[src/rtl/pause_overlay_if.sv]
// Pixel-path bundle between the renderer, the pause overlay and the VGA output register.
interface pause_overlay_if #(
    parameter int RGB_W = 5
);
    logic             pause_btn;
    logic             frame_tick;
    logic             video_on;
    logic [10:0]      pixel_x;
    logic [10:0]      pixel_y;
    logic [RGB_W-1:0] game_rgb;
    logic [RGB_W-1:0] vga_rgb;
    logic             paused;

    modport master (
        output pause_btn, frame_tick, video_on, pixel_x, pixel_y, game_rgb,
        input  vga_rgb, paused
    );

    modport slave (
        input  pause_btn, frame_tick, video_on, pixel_x, pixel_y, game_rgb,
        output vga_rgb, paused
    );
endinterface

[src/rtl/pause_overlay.sv]
// Pause-screen overlay: frame-aligned pause toggling, blinking two-bar symbol, optional dimming.
module pause_overlay #(
    parameter int               H_ACTIVE     = 640,
    parameter int               V_ACTIVE     = 480,
    parameter int               RGB_W        = 5,
    parameter int               CENTER_X     = 320,
    parameter int               CENTER_Y     = 240,
    parameter int               BAR_W        = 16,
    parameter int               BAR_H        = 80,
    parameter int               BAR_GAP      = 48,
    parameter logic [RGB_W-1:0] COLOR_FG     = 5'b10101,
    parameter int               BLINK_FRAMES = 30,
    parameter bit               DIM_EN       = 1'b1
) (
    input  logic           clk,
    input  logic           reset,
    pause_overlay_if.slave bus
);
    localparam int X_LEFT  = CENTER_X - BAR_GAP / 2 - BAR_W;
    localparam int X_RIGHT = CENTER_X + BAR_GAP / 2;
    localparam int Y_TOP   = CENTER_Y - BAR_H / 2;
    localparam int Y_BOT   = CENTER_Y + BAR_H / 2;

    if (X_LEFT < 0 || X_RIGHT + BAR_W > H_ACTIVE || Y_TOP < 0 || Y_BOT > V_ACTIVE) begin : g_bounds_err
        $error("pause_overlay: pause symbol does not fit inside the active area");
    end

    localparam int                CNT_W    = (BLINK_FRAMES > 1) ? $clog2(BLINK_FRAMES) : 1;
    localparam logic [CNT_W-1:0]  CNT_LAST = CNT_W'((BLINK_FRAMES > 0) ? BLINK_FRAMES - 1 : 0);

    typedef enum logic [1:0] {
        ST_RUN    = 2'd0,
        ST_ENTER  = 2'd1,
        ST_PAUSED = 2'd2,
        ST_EXIT   = 2'd3
    } state_t;

    state_t           state_reg, state_next;
    logic             btn_q_reg;
    logic             press;
    logic [CNT_W-1:0] blink_cnt_reg;
    logic             blink_on_reg;
    logic             paused_int;
    logic [1:0]       bar_hit;
    logic             y_hit;
    logic             hit;
    logic [RGB_W-1:0] rgb_reg, rgb_next;

    assign press = bus.pause_btn & ~btn_q_reg;

    always_ff @(posedge clk) begin
        if (reset) begin
            state_reg <= ST_RUN;
            btn_q_reg <= 1'b1;
        end else begin
            state_reg <= state_next;
            btn_q_reg <= bus.pause_btn;
        end
    end

    // A request only ever commits on a tick seen after it has been accepted.
    always_comb begin
        state_next = state_reg;
        unique case (state_reg)
            ST_RUN:    if (press)          state_next = ST_ENTER;
            ST_ENTER:  if (bus.frame_tick) state_next = ST_PAUSED;
            ST_PAUSED: if (press)          state_next = ST_EXIT;
            ST_EXIT:   if (bus.frame_tick) state_next = ST_RUN;
            default:                       state_next = ST_RUN;
        endcase
    end

    always_comb begin
        paused_int = (state_reg == ST_PAUSED) || (state_reg == ST_EXIT);
    end

    always_ff @(posedge clk) begin
        if (reset) begin
            blink_cnt_reg <= '0;
            blink_on_reg  <= 1'b1;
        end else if (state_reg == ST_ENTER && bus.frame_tick) begin
            blink_cnt_reg <= '0;
            blink_on_reg  <= 1'b1;
        end else if (paused_int && bus.frame_tick && BLINK_FRAMES != 0) begin
            if (blink_cnt_reg == CNT_LAST) begin
                blink_cnt_reg <= '0;
                blink_on_reg  <= ~blink_on_reg;
            end else begin
                blink_cnt_reg <= blink_cnt_reg + 1'b1;
            end
        end
    end

    genvar gi;
    for (gi = 0; gi < 2; gi++) begin : g_bar
        localparam int X_LO = (gi == 0) ? X_LEFT : X_RIGHT;
        localparam int X_HI = X_LO + BAR_W;
        assign bar_hit[gi] = (bus.pixel_x >= 11'(X_LO)) && (bus.pixel_x < 11'(X_HI));
    end

    assign y_hit = (bus.pixel_y >= 11'(Y_TOP)) && (bus.pixel_y < 11'(Y_BOT));
    assign hit   = y_hit && (|bar_hit);

    always_comb begin
        rgb_next = bus.game_rgb;
        if (!bus.video_on) begin
            rgb_next = '0;
        end else if (paused_int && blink_on_reg && hit) begin
            rgb_next = COLOR_FG;
        end else if (paused_int && DIM_EN) begin
            rgb_next = bus.game_rgb >> 1;
        end
    end

    always_ff @(posedge clk) begin
        if (reset) begin
            rgb_reg <= '0;
        end else begin
            rgb_reg <= rgb_next;
        end
    end

    assign bus.vga_rgb = rgb_reg;
    assign bus.paused  = paused_int;
endmodule

[src/flat_wrapper.sv]
// flat-port wrapper written by rule: the top's interface ports become plain ports
module pause_overlay_flat 
#(
    parameter int               H_ACTIVE     = 640,
    parameter int               V_ACTIVE     = 480,
    parameter int               RGB_W        = 5,
    parameter int               CENTER_X     = 320,
    parameter int               CENTER_Y     = 240,
    parameter int               BAR_W        = 16,
    parameter int               BAR_H        = 80,
    parameter int               BAR_GAP      = 48,
    parameter logic [RGB_W-1:0] COLOR_FG     = 5'b10101,
    parameter int               BLINK_FRAMES = 30,
    parameter bit               DIM_EN       = 1'b1
)
  (clk, reset, bus_pause_btn, bus_frame_tick, bus_video_on, bus_pixel_x, bus_pixel_y, bus_game_rgb, bus_vga_rgb, bus_paused);
  pause_overlay_if #(.RGB_W(RGB_W)) bus_i ();
  input  logic clk;
  input  logic reset;
  input wire logic [$bits(bus_i.pause_btn)-1:0] bus_pause_btn;
  input wire logic [$bits(bus_i.frame_tick)-1:0] bus_frame_tick;
  input wire logic [$bits(bus_i.video_on)-1:0] bus_video_on;
  input wire logic [$bits(bus_i.pixel_x)-1:0] bus_pixel_x;
  input wire logic [$bits(bus_i.pixel_y)-1:0] bus_pixel_y;
  input wire logic [$bits(bus_i.game_rgb)-1:0] bus_game_rgb;
  output wire logic [$bits(bus_i.vga_rgb)-1:0] bus_vga_rgb;
  output wire logic [$bits(bus_i.paused)-1:0] bus_paused;
  assign bus_i.pause_btn = bus_pause_btn;
  assign bus_i.frame_tick = bus_frame_tick;
  assign bus_i.video_on = bus_video_on;
  assign bus_i.pixel_x = bus_pixel_x;
  assign bus_i.pixel_y = bus_pixel_y;
  assign bus_i.game_rgb = bus_game_rgb;
  assign bus_vga_rgb = bus_i.vga_rgb;
  assign bus_paused = bus_i.paused;
  pause_overlay #(.H_ACTIVE(H_ACTIVE), .V_ACTIVE(V_ACTIVE), .RGB_W(RGB_W), .CENTER_X(CENTER_X), .CENTER_Y(CENTER_Y), .BAR_W(BAR_W), .BAR_H(BAR_H), .BAR_GAP(BAR_GAP), .COLOR_FG(COLOR_FG), .BLINK_FRAMES(BLINK_FRAMES), .DIM_EN(DIM_EN)) u_core (.clk(clk), .reset(reset), .bus(bus_i));
endmodule
[config.mk]
export PLATFORM = sky130hd
export DESIGN_NAME = pause_overlay_flat
export DESIGN_NICKNAME = d
export VERILOG_FILES = /design/src/rtl/pause_overlay_if.sv /design/src/rtl/pause_overlay.sv /design/src/flat_wrapper.sv
export SDC_FILE = /design/constraint.sdc
export NUM_CORES = 1
export LEC_CHECK = 0
export BUFFER_PORTS_ARGS = -buffer_cell sky130_fd_sc_hd__buf_2
export CAP_MARGIN = 20
export CORE_MARGIN = 3
export CORE_UTILIZATION = 44
export DETAILED_ROUTE_END_ITERATION = 8
export GPL_ROUTABILITY_DRIVEN = 0
export PLACE_DENSITY = 0.74
export RECOVER_POWER = 25
export SYNTH_ARGS = -nofsm -noshare
export SYNTH_HDL_FRONTEND = slang
export SYNTH_SLANG_ARGS = --single-unit
[constraint.sdc]
create_clock -name clk -period 2.2 [get_ports clk]
set_clock_uncertainty 0.1 [all_clocks]
set_input_delay 0.11 -clock clk [delete_from_list [all_inputs] [get_ports clk]]
set_output_delay 0.11 -clock clk [all_outputs]
set_load 0.01 [all_outputs]
==> impl_metrics.csv <==
group,metric,value,unit
outcome,run_status,"finished clean",
clock_network,cts_tree,"yes",
drt,drt_iter0_markers,11,
drt,wirelength,1.695,mm
yosys,netlist_instances,84,
drt,avgRoutedWirePerCell,12.46,um
timing,finalHoldViolCount,0,
worst_hold_path,hp-class,"in -> reg",
critical_path,cpMostUsedCell,"inv_1",
timing,fin_crit_sh,88.86,%
grt,grt_pass1_wl,2.766,mm
floorplan,die_h,47.96,um
yosys,syn_nets,123,
clock_network,root_buffer,"clkbuf_4",
floorplan,die_width,47.96,um
yosys,synthXorXnorAreaFrac,0,%
yosys,yosys_warnings,0,
yosys,synth_top_area_share,36.19,%
critical_path,startpoint_type,"flop",
clock_network,clockBufferDepth,2,
yosys,synth_seq_cells,14,
finish,final_cell_mix,"buf_2 (25), dfxtp_1 (14), nor2_1 (9)",
place,port_buffers,30,
yosys,synthAdderAreaFrac,11.31,%
critical_path,max_stage_delay,0.41,ns
floorplan,rows,14,
yosys,post-synth-top-area-cell,"dfxtp_1",
finish,drive_above_1_share,30.00,%
drt,first_pass_iters,4,
critical_path,worstPathRequired,1.99,ns
timing,tns,0,ns
floorplan,ioPinCount,38,
timing,drv_slew,0,
finish,final_nets,161,
critical_path,crit_type,"reg -> out",
clock_network,clock_sinks,14,
yosys,ys_seq_area_share,36.19,%
yosys,yosys-mux-area-fraction,6.462,%
floorplan,core,1577,um^2
yosys,syn_area_per_cell,9.220,um^2
yosys,synth_area,774.5,um^2
clock_network,cts-resized-gates,0,
drt,via_per_inst,5.316,
finish,final_core_util,63.10,%
grt,grt_antenna_before_repair,0,
power,power.density,704.1,nW/um^2
clock_network,clk-insertion-delay-late,0.28,ns
clock_network,clk_pin_slew_worst_paths,0.07,ns
timing,finalSetupViolCount,0,
critical_path,setup.worst_path.end_class,"output port",
clock_network,post_cts_buffers,0,
critical_path,cp_max_fo,7,
clock_network,htreeDepth,1,
finish,final_common_cell,"buf_2",
power,p_leak,0.0004658,uW
critical_path,crit_chain,"inv_1 > ha_1 > nor2_2 > buf_4 > inv_1 > buf_2",
drt,drc,0,
critical_path,crit_arrival,1.74,ns
timing,relSlewSlack,69.01,%
drt,vias,723,
critical_path,crit_slowest_cell,"nor2_2",
floorplan,start_util,49.13,%
power,p_total,700.4,uW
yosys,synth_cell_types,31,
floorplan,design.die.area,2300,um^2
yosys,synth_top_family_by_area,"simple AND/OR/NAND/NOR gates",
flow_run,maxCapViolCount,0,
finish,fill_cells,153,
grt,grt-ovfl-total,0,
power,irDropWorstVdd,0.4980,mV
timing,rsz0062_at_grt,"false",
clock_network,cts_inserted_buffers,3,
finish,diodes,0,
yosys,synth_simple_gate_area_share,22.46,%
timing,fmax,0.5115,GHz
timing,period_needed,1.955,ns
finish,areaGrowthSynthToFinish,28.43,%
grt,grt_start_max_net_pins,8,
place,dp_hpwl,1.307,mm
yosys,synth-compound-area-share,20.68,%
yosys,synthTopCellsByArea,"dfxtp_1 (36%), ha_1 (11%), mux2i_1 (6.5%)",
grt,globalRouteTotalUtil,17.62,%
drt,ant_nets,0,
timing,worstMarginPinSlew,0.4644,ns
grt,grt_pass1_vias,692,
-- repair_timing --
item	CTS	global route
setup endpoints to repair	0	0
hold buffers	3	0
endpoints found under the hold margin	3	0
-- cell usage after synthesis, drive strengths merged --
library cell,count
dfxtp,14
nor2,10
a21oi,8
ha,7
nand2,7
inv,5
mux2i,5
nor3,3
a211oi,2
a41oi,2
nor2b,2
nor3b,2
o22ai,2
a311oi,1
a31o,1
and3,1
and4,1
clkbuf,1
nand2b,1
nor4,1
o2111ai,1
o211ai,1
o21ai,1
o21bai,1
o311a,1
o311ai,1
or2,1
or4b,1
-- final cells by class --
class,count,area (um^2),share of cell area (%)
Inverter,5,18.77,1.887
Clock buffer,3,22.52,2.264
Timing Repair Buffer,34,181.4,18.24
Multi-Input combinational cell,64,471.7,47.42
Tap cell,16,20.02,2.013
Sequential cell,14,280.3,28.18
-- report_power, final --
group	total [uW]	switching, uW	internal (uW)
clock network	141	77.2	63.4
logic	262	143	119
registers	298	18.8	279
-- cell families after synthesis --
| kind of cell | after synthesis |
|---|---|
| adder cells (fa/ha/maj) | 7 |
| buffers and inverters | 6 |
| flip-flops | 14 |
| multiplexers | 5 |
| AND/OR/NAND/NOR | 30 |
| AO/OA/AOI/OAI | 22 |
-- worst max-delay path: cells and delay by family, from the launching register on --
| family | cells | cell delay (ns) |
|---|---|---|
| flip-flops | 1 | 0.36 |
| AND/OR/NAND/NOR | 1 | 0.41 |
| adder cells (fa/ha/maj) | 1 | 0.26 |
| buffers and inverters | 4 | 0.44 |
-- through the flow --
step | hold WS, ns | area [um^2] | setup WS (ns) | cells
2_1_floorplan | 0.08238 | 774.5 | 0.5619 | 84
3_3_place_gp | 0.2008 | 948.4 | 0.4576 | 130
3_5_place_dp | 0.2061 | 948.4 | 0.4024 | 130
4_1_cts | 0.02711 | 1001 | 0.2211 | 136
5_1_grt | 0.04155 | 994.7 | 0.1129 | 136
6_report | 0.03253 | 994.7 | 0.2451 | 136
-- worst paths after layout --
kind,start,to,slack [ns],cells after the start
worst max-delay path,u_core.state_reg[0]$_SDFFE_PP0P_,bus_paused,0.25,6
worst min-delay path,bus_game_rgb[0],u_core.bus.vga_rgb[0]$_SDFF_PP0_,0.03,3
worst max register to register,u_core.state_reg[0]$_SDFFE_PP0P_,u_core.blink_cnt_reg[3]$_SDFFE_PP0P_,0.42,6
worst min register to register,u_core.blink_cnt_reg[4]$_SDFFE_PP0P_,u_core.blink_cnt_reg[4]$_SDFFE_PP0P_,0.37,1
-- layer usage --
layer  part of all wire (%)  vias to the layer above  track usage (%)
met5                      0                        -                0
met4                   0.77                        0            6.452
met3                    3.2                        2            6.767
met2                     53                       10            31.93
met1                     43                      328            18.16
li1                       -                      383                -
Power figures use the tool's default switching activity.
